===== src/rtl/msdap_out_serializer.sv =====
// -----------------------------------------------------------------------------
// msdap_out_serializer
//
// Purpose:
//   Takes the 40-bit accumulator words that the ALU strobes out and sends each
//   one MSB-first on a single serial line. Words that arrive while a frame is
//   still shifting out wait in a small FIFO. When the FIFO holds a word at the
//   end of a frame, that word is loaded with no gap cycle in between.
//
// Parameters:
//   WIDTH  bits per result word and per serial frame (default 40)
//   DEPTH  holding FIFO entries, 1..4 (default 2)
//
// Ports:
//   clk           system clock (SCLK); all logic uses the rising edge
//   clear_n       synchronous active-low reset
//   result_valid  one-cycle strobe from the ALU output_en
//   result_data   word captured when result_valid=1
//   tx_en         shift enable; when low, the serializer freezes
//   overflow_clr  clears the sticky overflow flag
//   sdo           serial data out
//   frame         high while a word's MSB is on sdo
//   out_ready     high on every cycle in which sdo carries a valid bit
//   busy          shifter active or FIFO non-empty
//   fifo_count    number of FIFO entries occupied
//   overflow      sticky; set when an incoming word is dropped
//
// Optional feature:
//   MSDAP_SER_PARITY_EN  When this macro is defined, one extra cycle follows
//                        bit 0 and carries the even parity (XOR of all WIDTH
//                        bits) of the word. Each frame is then WIDTH+1 cycles.
// -----------------------------------------------------------------------------
module msdap_out_serializer #(
  parameter int WIDTH = 40,
  parameter int DEPTH = 2
) (
  input  logic             clk,
  input  logic             clear_n,
  input  logic             result_valid,
  input  logic [WIDTH-1:0] result_data,
  input  logic             tx_en,
  input  logic             overflow_clr,
  output logic             sdo,
  output logic             frame,
  output logic             out_ready,
  output logic             busy,
  output logic [2:0]       fifo_count,
  output logic             overflow
);

  localparam int CNT_W = $clog2(WIDTH + 1);
  localparam int PTR_W = (DEPTH > 1) ? $clog2(DEPTH) : 1;
  localparam logic [CNT_W-1:0] LAST_BIT = CNT_W'(WIDTH - 1);
`ifdef MSDAP_SER_PARITY_EN
  localparam logic [CNT_W-1:0] PARITY_SLOT = CNT_W'(WIDTH);
`endif

  typedef enum logic {IDLE, SHIFT} state_t;

  state_t           state_q, state_d;
  logic [WIDTH-1:0] shreg_q, shreg_d;
  logic [CNT_W-1:0] bit_cnt_q, bit_cnt_d;
  logic             frame_q, frame_d;
  logic             out_ready_q, out_ready_d;
`ifdef MSDAP_SER_PARITY_EN
  logic             parity_q, parity_d;
`endif

  logic [WIDTH-1:0] mem_q [DEPTH];
  logic [PTR_W-1:0] wr_ptr_q, rd_ptr_q;
  logic [2:0]       count_q;
  logic             overflow_q;

  logic             fifo_empty, fifo_full;
  logic             load, pop, push, drop;
  logic [WIDTH-1:0] head;

  function automatic logic [PTR_W-1:0] next_ptr(input logic [PTR_W-1:0] p);
    return (p == PTR_W'(DEPTH - 1)) ? '0 : p + PTR_W'(1);
  endfunction

  assign fifo_empty = (count_q == 3'd0);
  assign fifo_full  = (count_q == 3'(DEPTH));
  assign head       = mem_q[rd_ptr_q];

  // A pop on this edge frees a slot, so a full FIFO still accepts the push.
  assign push = result_valid && (!fifo_full || pop);
  assign drop = result_valid && fifo_full && !pop;

  // Next-state logic. When tx_en is low, every register holds its value.
  always_comb begin
    state_d     = state_q;
    shreg_d     = shreg_q;
    bit_cnt_d   = bit_cnt_q;
    frame_d     = frame_q;
    out_ready_d = out_ready_q;
`ifdef MSDAP_SER_PARITY_EN
    parity_d    = parity_q;
`endif
    load        = 1'b0;

    if (tx_en) begin
      unique case (state_q)
        IDLE: begin
          if (!fifo_empty) load = 1'b1;
        end
        SHIFT: begin
          if (bit_cnt_q < LAST_BIT) begin
            shreg_d     = {shreg_q[WIDTH-2:0], 1'b0};
            bit_cnt_d   = bit_cnt_q + CNT_W'(1);
            frame_d     = 1'b0;
            out_ready_d = 1'b1;
          end
`ifdef MSDAP_SER_PARITY_EN
          else if (bit_cnt_q == LAST_BIT) begin
            // The parity bit rides in the MSB so that sdo always comes
            // straight from the shift register.
            shreg_d     = {parity_q, {(WIDTH-1){1'b0}}};
            bit_cnt_d   = PARITY_SLOT;
            frame_d     = 1'b0;
            out_ready_d = 1'b1;
          end
`endif
          else if (!fifo_empty) begin
            load = 1'b1;
          end else begin
            // Clear the shifter so that sdo idles low.
            state_d     = IDLE;
            shreg_d     = '0;
            bit_cnt_d   = '0;
            frame_d     = 1'b0;
            out_ready_d = 1'b0;
          end
        end
        default: state_d = IDLE;
      endcase
    end

    if (load) begin
      state_d     = SHIFT;
      shreg_d     = head;
      bit_cnt_d   = '0;
      frame_d     = 1'b1;
      out_ready_d = 1'b1;
`ifdef MSDAP_SER_PARITY_EN
      parity_d    = ^head;
`endif
    end
  end

  assign pop = load;

  always_ff @(posedge clk) begin
    if (!clear_n) begin
      state_q     <= IDLE;
      shreg_q     <= '0;
      bit_cnt_q   <= '0;
      frame_q     <= 1'b0;
      out_ready_q <= 1'b0;
`ifdef MSDAP_SER_PARITY_EN
      parity_q    <= 1'b0;
`endif
      wr_ptr_q    <= '0;
      rd_ptr_q    <= '0;
      count_q     <= 3'd0;
      overflow_q  <= 1'b0;
    end else begin
      state_q     <= state_d;
      shreg_q     <= shreg_d;
      bit_cnt_q   <= bit_cnt_d;
      frame_q     <= frame_d;
      out_ready_q <= out_ready_d;
`ifdef MSDAP_SER_PARITY_EN
      parity_q    <= parity_d;
`endif
      if (push) wr_ptr_q <= next_ptr(wr_ptr_q);
      if (pop)  rd_ptr_q <= next_ptr(rd_ptr_q);
      count_q <= count_q + {2'b00, push} - {2'b00, pop};
      // When a drop and a clear request land on the same edge, the drop wins.
      if (drop)              overflow_q <= 1'b1;
      else if (overflow_clr) overflow_q <= 1'b0;
    end
  end

  // The storage has no reset. The pointers and count alone define which
  // entries are live.
  always_ff @(posedge clk) begin
    if (clear_n && push) mem_q[wr_ptr_q] <= result_data;
  end

  assign sdo        = shreg_q[WIDTH-1];
  assign frame      = frame_q;
  assign out_ready  = out_ready_q;
  assign busy       = (state_q == SHIFT) || (count_q != 3'd0);
  assign fifo_count = count_q;
  assign overflow   = overflow_q;

endmodule


===== config.mk =====
export PLATFORM = sky130hd
export DESIGN_NAME = msdap_out_serializer
export DESIGN_NICKNAME = d
export VERILOG_FILES = /design/src/rtl/msdap_out_serializer.sv
export SDC_FILE = /design/constraint.sdc
export NUM_CORES = 1
export LEC_CHECK = 0
export ABC_AREA = 1
export CAP_MARGIN = 30
export CORE_MARGIN = 2
export CORE_UTILIZATION = 57
export DETAILED_ROUTE_END_ITERATION = 8
export GPL_TIMING_DRIVEN = 0
export PLACE_DENSITY_LB_ADDON = 0.08
export SETUP_SLACK_MARGIN = 0.1
export SLEW_MARGIN = 15
export SYNTH_ARGS = -nofsm -noshare
export SYNTH_HDL_FRONTEND = slang
export SYNTH_SLANG_ARGS = --single-unit

===== constraint.sdc =====
create_clock -name clk -period 4.3 [get_ports clk]
set_clock_uncertainty 0.1 [all_clocks]
set_input_delay 1.075 -clock clk [delete_from_list [all_inputs] [get_ports clk]]
set_output_delay 1.075 -clock clk [all_outputs]
set_load 0.05 [all_outputs]

======== Yosys cells after proc, flatten, opt, wreduce, memory -nomap -nowiden ========
Memory sizes are Yosys's and may differ from the RTL's. A register that Yosys moved wholly into a read port is not among the register bits.
Cells that the tools add are included.
storage, ports and cells
  register bits ........................... 55
  memory bits (writable) .................. 80
  input bits .............................. 45
  memories kept ........................... 1
memories
  memory  words  bits a word  rd ports  clocked after memory_dff  write ports  RTL line  source
  mem_q   2      40           1         1                         1            69        logic [WIDTH-1:0] mem_q [DEPTH];
operators by class
  add/sub/neg operators ................... 5
  $lt $le $gt $ge ......................... 1
  equality and inequality tests ........... 1
  mux-type cells .......................... 32
  bitwise gates (word level) .............. 2
  reduce and logical (&&, ||, !) cells .... 18
operators with widths
  kind                                                  count
  2-to-1 mux 40 bit                                     5
  2-to-1 mux 1 bit                                      24
  2-to-1 mux 6 bit                                      2
  nonzero test 2 bit                                    4
  adder 6 x 1 -> 6 bit (second input constant)          1
  less-than comparator 6 bit (second input constant)    1
  AND reduction 3 bit                                   2
  nonzero test 3 bit                                    2
  logical AND 1 bit                                     4
  adder 3 x 1 -> 3 bit                                  1
  equality test 3 x 2 -> 1 bit (second input constant)  1
  logical NOT 3 bit                                     1
  subtractor 3 x 1 -> 3 bit                             1
  adder 1 bit (second input constant)                   2
  logical NOT 1 bit                                     2
  logical OR 1 bit                                      2
  inverter 1 bit                                        2
  case mux 1 bit (2 select lines)                       1
  OR reduction 2 bit                                    1

======== Depth between registers and ports, before layout ========
Gate-level depths: netlist of the first run.
  depth after elaboration ................. 10
  depth in mapped cells ................... 15
  gate-level depth less buffers ........... 15

======== Worst setup path after synthesis of the first run ========
Ideal clock, no wire load.
  path kind ............................... input to register
  start ................................... in tx_en
  end ..................................... mem mem_q[1][0] (enable)
  data arrival time ....................... 3.505 ns
  path slack .............................. 0.257 ns
  stages on the path ...................... 7
  path buffers ............................ 1
  path through ............................ buf_1 -> nand2_4 -> inv_4 -> nand2_4 -> nand2_1 -> nand2_1 -> nor2_1
between the ends
  cells in the longest elaborated chain, start to end .. 6
ends and longest elaborated chain
  what                                    RTL line  source
  start, declared                         41        input logic tx_en,
  2-to-1 mux 1 bit                        102       if (tx_en) begin
  logical OR 1 bit                        87        assign push = result_valid && (!fifo_full || pop);
  logical AND 1 bit                       87
  logical AND 1 bit                       188       if (clear_n && push) mem_q[wr_ptr_q] <= result_data;
  2-to-1 mux 1 bit                        188
  2-to-1 mux 1 bit (not written as such)  188
  end, declared                           69
No other way between the ends.

======== Worst setup path in the final report of the first run ========
  start ................................... reg state_q
  end ..................................... out busy
between the ends
  cells in the longest elaborated chain, start to end .. 1
ends and longest elaborated chain
  what                    RTL line  source
  start, declared         60        state_t state_q, state_d;
  start signal, assigned  168       state_q <= state_d;
  logical OR 1 bit        194       assign busy = (state_q == SHIFT) || (count_q != 3'd0);
  end, declared           46        output logic busy,
No other way between the ends.

==> results of run 1 <==
==> per-layer routing <==
metal | wire, µm | up-vias | global-route usage (%)
met5 | 0 | - | 0
met4 | 192 | 0 | 8.72
met3 | 451 | 20 | 6.78
met2 | 5410 | 83 | 38.1
met1 | 4790 | 1827 | 28.4
li1 | - | 1900 | -
==> placed cells by master (no fill, tap or decap), types with 2 or more instances in the layout <==
cell | netlist | layout
o21ai_1 | 27 | 27
clkinv_2 | 0 | 5
dfxtp_1 | 56 | 56
edfxtp_1 | 80 | 80
ha_1 | 3 | 3
buf_4 | 5 | 5
mux2_2 | 37 | 37
o21ai_0 | 7 | 7
clkbuf_16 | 0 | 18
clkbuf_8 | 0 | 2
inv_1 | 28 | 27
clkbuf_1 | 10 | 11
nand3_1 | 22 | 22
inv_2 | 2 | 3
clkdlybuf4s50_1 | 0 | 50
nand3_4 | 2 | 2
inv_4 | 1 | 2
nor2_1 | 50 | 49
nand2_4 | 2 | 2
clkinvlp_4 | 0 | 2
nand2_1 | 58 | 58
a21oi_1 | 49 | 49
buf_2 | 10 | 10
nand2_2 | 2 | 2
o21a_1 | 3 | 3
buf_16 | 0 | 2
clkinv_4 | 0 | 2
nand4_1 | 8 | 8
buf_6 | 3 | 3
nor3_1 | 27 | 27
==> area by class of cell <==
type	count	share of cell area [%]
Clock buffer	21	7.01
Clock inverter	11	1.37
Inverter	32	1.78
Sequential cell	136	51.3
Timing Repair Buffer	53	8.37
Multi-Input combinational cell	304	25.4
Buffer	29	2.37
Tap cell	133	2.42
==> sequential cells by signal, indices dropped and copies added (netlist names), named ones only <==
signal,cells
out_ready,1
state_q,1
rd_ptr_q,1
frame,1
wr_ptr_q,1
mem_q,80
overflow,1
shreg_q,40
bit_cnt_q,6
fifo_count,3
==> critical path, stage by stage, from the launching register on <==
cell and delay [ns]:
dfxtp_1 0.49, nand3b_4 0.21, clkdlybuf4s50_1 0.80
==> worst paths after layout <==
kind	to	from	slack [ns]
max	busy	state_q	1.11
min	overflow	overflow	0.36
max reg2reg	fifo_count[2]	bit_cnt_q[0]	1.29
min reg2reg	overflow	overflow	0.36
==> through the flow <==
step | utilization (%) | cell area [µm²]
6_report | 71.6 | 6870
3_3_place_gp | 64.8 | 6220
2_1_floorplan | - | 5550
5_1_grt | 71.6 | 6870
3_5_place_dp | 65.6 | 6300
4_1_cts | 71.6 | 6870
==> report_power, final <==
group          leakage (nW)  internal, W  switching [W]
Combinational          1.11     0.000418       0.000587
Clock                 0.284     0.000847       0.000525
Sequential             1.19      0.00159       0.000103
Total                  2.59      0.00286        0.00121
==> kinds of logic (layout without fill, tap and decap cells) <==
family,count (synthesis),count (layout),share of synthesized area (%)
buffers and inverters,61,146,5.14
xor gates and xnor gates,2,2,0.316
adders and majority gates,4,4,1.04
AOI/OAI and AO/OA,86,86,7.89
and+or+nand+nor,175,175,14.6
DFF,136,136,63.5
muxes,37,37,7.51
==> summary.md, run 1 <==
| Metric | Value |
|---|---|
| Status | finished, final reports clean |
| Vias in the first global route | 3814 |
| Register Area | 3520 µm² |
| Sequential share of the synthesized area | 63.5% |
| Nets | 622 |
| Die area | 10500 µm² |
| Drt wl/cell | 15.1 µm |
| Detailed Route WL | 10.8 mm |
| Htree depth | 4 |
| Die width | 103 µm |
| Layout area overhead | 23.9% |
| Dpl cells | 687 |
| WHS | 0.365 ns |
| Hold Vio Cnt, Final | 0 |
| Clock transition at the registers of the reported paths | 0.06 ns |
| DR pass1 iterations | 4 |
| N_diodes | 0 |
| Max cap viols | 0 |
| First-pass GRT wire length | 17.9 mm |
| Top cell type's share of synthesized area | 43.3% |
| CTS Root Cell | clkbuf_8 |
| Unrepaired setup endpoints after global routing | no |
| Synth cell count leaders | 80 x edfxtp_1, 58 x nand2_1, 56 x dfxtp_1 |
| PostCTS Resize Cnt | 0 |
| Area of the multi-input gates | 1750 µm² |
| Worst Path Arrival | 2.02 ns |
| Leak | 2.59 nW |
| Required time of the critical path | 3.12 ns |
| DRC | 0 |
| Fin. max-slew vios | 0 |
| Die height | 103 µm |
| Clock buffer depth | 2 |
| Finished Layout Cells | 719 |
| Total CTS buffers | 17 |
| Most common cell in the netlist | edfxtp_1 |
| Yosys top cell by area | edfxtp_1 |
| Global route overflow | 0 |
| DRT iter0 DRCs | 182 |
| Initial antenna violation count | 0 |
| Mapped cell area | 5550 µm² |
| Final setup vio count | 0 |
| Share of cells above drive strength 1 | 17.6% |
| Final RePlAce weighted congestion | 0.854 |
| PwrDens | 592 nW/µm² |
| Total power | 0.00407 W |
| CP startpoint kind | register |
| Pre-CTS setup slack | 0.877 ns |
| Reg2Reg Depth | 15 |
| CP Max Fanout | 6 |
| Kind of critical path | register to primary output |
| Hold Crit Depth | 2 |
| Worst-Margin Slew | 0.505 ns |
| # rows | 36 |
| Cells after Synth | 501 |
| Synth area leaders | edfxtp_1 43%, dfxtp_1 20%, mux2_2 7.5%, a21oi_1 4.4%, nand2_1 3.9% |
| Tmin final | 3.19 ns |
| Antenna-violating nets left | 0 |
| CTS tree | yes |
| I/O pin count | 53 |
| Seq cells post-synth | 136 |
| Worst hold path class | register to register |
| Relative slew slack | 66.4% |
| Post-synthesis async set-or-reset flop share | 0% |
| Fin worst setup slack | 1.11 ns |
| Final TNS setup | 0 ns |
| Syn. warnings | 0 |
| Dominant synthesized flop cell | edfxtp_1 |
| Syn Area/Cell | 11.1 µm² |
| Initial Util | 57.8% |
| Vias | 3830 |
| Global Route Usage Sum | 22.9% |
| PortBufs | 50 |
| Max Clk Rate | 313 MHz |
| Clk_lat worst skew | 0.52 ns |
| Max rail drop VDD | 350 µV |
| Sink Count | 136 |
| Yosys cell types | 32 |
| Vias/cell | 5.33 |
| Largest net degree at the start of global routing | 30 |
| Post-DP HPWL | 7.20 mm |
| Crit. End Element | primary output |
| Tcrit/Tclk final | 74.3% |
| Mapped Nets | 550 |
| Number of fill cells in the layout | 708 |
| Post-CTS setup buffer count | 0 |
| Hold buffer count at cts | 0 |
| Post-synth EDFFs | 80 |
| Core area | 9590 µm² |
(Power assumes the default switching activity.)
==> run 2, diff against run 1 <==
CORE_UTILIZATION = 51   (was 57)
clock period = 2.71 ns   (was 4.3 ns; I/O delays follow)
==> summary.md, run 2 (synthesized netlist as in run 1, its figures left out) <==
| Metric | Value |
|---|---|
| Clk_lat worst skew | 0.53 ns (about the same) |
| I/O pin count | 53 (unchanged) |
| Max rail drop VDD | 540 µV (+54%) |
| Hold buffer count at cts | 0 (unchanged) |
| CP top delay family | adder cells |
| Largest register by flop count | mem_q |
| Sink Count | 136 (unchanged) |
| Die width | 108 µm (+5.5%) |
| Busiest grt layer | met2 |
| Relative slew slack | 55.1% (-11 points) |
| Slowest stage delay, CP | 0.39 ns (-0.41 ns) |
| Nets | 626 (+0.64%) |
| Tcrit/Tclk final | 92.1% |
| Commonest non-fill, non-tap cell in the layout | edfxtp_1 |
| Layout area overhead | 25.1% |
| Initial antenna violation count | 0 (unchanged) |
| Hold Path Sink | overflow |
| Detailed Route WL | 11.5 mm (+6.5%) |
| Crit. End Element | register |
| Final setup vio count | 0 (unchanged) |
| Tmin final | 2.50 ns |
| Final RePlAce weighted congestion | 0.826 (-3.3%) |
| Die area | 11700 µm² (+11%) |
| Top Registers | mem_q (80), shreg_q (40), bit_cnt_q (6) |
| Worst Path Arrival | 2.81 ns (+0.79 ns) |
| Share of cells above drive strength 1 | 19.8% (+2.3 points) |
| First-pass GRT wire length | 18.3 mm (+1.9%) |
| DRT iter0 DRCs | 286 (+57%) |
| Post-DP HPWL | 7.14 mm (-0.84%) |
| CP Max Fanout | 6 (unchanged) |
| Global Route Usage Sum | 20.8% (-2.1 points) |
| Number of fill cells in the layout | 900 (+27%) |
| Largest net degree at the start of global routing | 22 (-27%) |
| Hold Vio Cnt, Final | 0 (unchanged) |
| Vias | 3907 (+2.0%) |
| Core area | 10700 µm² (+12%) |
| Final TNS setup | 0 ns (unchanged) |
| Vias/cell | 5.35 (+0.47%) |
| Hold path startpoint | overflow |
| N_diodes | 0 (unchanged) |
| CTS Root Cell | clkbuf_8 |
| Most frequent cells in the layout | 80 x edfxtp_1, 55 x nand2_1, 50 x dfxtp_1 |
| CTS tree | yes |
| Drt wl/cell | 15.8 µm (+4.9%) |
| Clock transition at the registers of the reported paths | 0.06 ns (about the same) |
| Max Clk Rate | 401 MHz |
| Slowest cell on crit path | dfxtp_4 |
| Fin. max-slew vios | 0 (unchanged) |
| Reg2reg start | bit_cnt_q[0] |
| Kind of critical path | register to register |
| Worst hold path class | register to register |
| Vias in the first global route | 3723 (-2.4%) |
| Bufs and invs on worst path | 2 (+1) |
| Crit path cell chain | ha_4 -> nand2_2 -> nand2_4 -> nand3_4 -> nand2_4 -> nand2_4 -> nand2_2 -> nand2_2 -> ha_1 -> inv_1 -> ha_1 -> inv_1 -> fa_1 -> o21ai_1 -> a21oi_1 |
| Leak | 2.59 nW (+0.21%) |
| Global route overflow | 0 (unchanged) |
| DR pass1 iterations | 5 (+1) |
| Worst r2r dst | fifo_count[2] |
| CP startpoint kind | register |
| DRC | 0 (unchanged) |
| Reg2Reg Depth | 15 (unchanged) |
| WHS | 0.378 ns (+0.0133 ns) |
| Antenna-violating nets left | 0 (unchanged) |
| Met1 GRT Util | 26.5% (-1.9 points) |
| Initial Util | 51.6% (-6.2 points) |
| Worst-Margin Slew | 0.672 ns (+0.168 ns) |
| PortBufs | 50 (unchanged) |
| Worst reg-to-reg setup slack | 0.21 ns (-1.08 ns) |
| Unrepaired setup endpoints after global routing | yes |
| Clock buffer depth | 2 (unchanged) |
| Max cap viols | 0 (unchanged) |
| PwrDens | 955 nW/µm² (+61%) |
| Met3 Usage GRT | 5.91% (-0.87 points) |
| Htree depth | 4 (unchanged) |
| Met2 usage | 33.7% (-4.4 points) |
| Total CTS buffers | 17 (unchanged) |
| Die height | 108 µm (+5.5%) |
| Required time of the critical path | 3.02 ns (-0.10 ns) |
| Status | finished, final reports clean |
| Hold Crit Depth | 2 (unchanged) |
| Max reg flops | 80 (unchanged) |
| # rows | 38 (+5.6%) |
[run 2: cell count changes in the layout (fill, tap and decap cells not counted), sizes merged]
cell / delta
bufinv: +3
clkbuf: -3
clkinvlp: +3
buf: +2
clkdlybuf4s50: -1
dlygate4sd2: +1
inv: -1
[run 2: worst min-delay path: stages, from the launching register on]
cell and delay [ns]:
dfxtp_1 0.31, nand2_1 0.07, a21oi_1 0.06
[run 2: through the flow]
stage               cells  setup slack [ns]  total power, W  instance area (µm²)  util (%)
finish                730             0.214         0.00663                 6940      64.6
global route          730            0.0634         0.00696                 6940      64.6
CTS                   726            0.0573         0.00665                 6910      64.3
detailed placement    692            -0.262         0.00431                 6260      58.3
global placement      691            -0.312         0.00427                 6240      58.1
floorplan             501             0.124         0.00385                 5570         -
[run 2: what timing repair did]
item	CTS	global route
endpoints found under the setup margin	64	44
resized for setup	13	4
pin swaps	0	2
gates cloned	2	0
buffers inserted	0	4
[run 2: worst max-delay path by stage]
stage / startpoint / slack [ns] / depth (start not counted) / to
2_1_floorplan: tx_en / 0.12 / 13 / fifo_count[2]
4_1_cts: bit_cnt_q[0] / 0.06 / 15 / fifo_count[2]
3_5_place_dp: bit_cnt_q[0] / -0.26 / 9 / mem_q[0][20]
3_3_place_gp: bit_cnt_q[0] / -0.31 / 9 / mem_q[1][20]
5_1_grt: bit_cnt_q[0] / 0.06 / 15 / fifo_count[2]
6_report: bit_cnt_q[0] / 0.21 / 15 / fifo_count[2]
[run 2: area by class of cell]
type	instances	area, µm²	area share, %
Buffer	29	165	2.38
Clock buffer	18	418	6.02
Clock inverter	14	180	2.60
Inverter	32	126	1.82
Multi-Input combinational cell	304	1780	25.6
Sequential cell	136	3530	50.9
Tap cell	140	175	2.52
Timing Repair Buffer	55	549	7.91
Timing Repair inverter	2	15.0	0.216
[run 2: routing by layer]
layer  vias to the layer above  part of all wire (%)
li1                       1902                     -
met1                      1860                    43
met2                       129                    49
met3                        16                   6.4
met4                         0                   1.6
met5                         -                     0
[run 2: report_power, final]
| group | internal, W | switching (W) |
|---|---|---|
| sequential | 0.00254 | 0.000162 |
| clock | 0.00148 | 0.000848 |
| combinational | 0.000650 | 0.000950 |
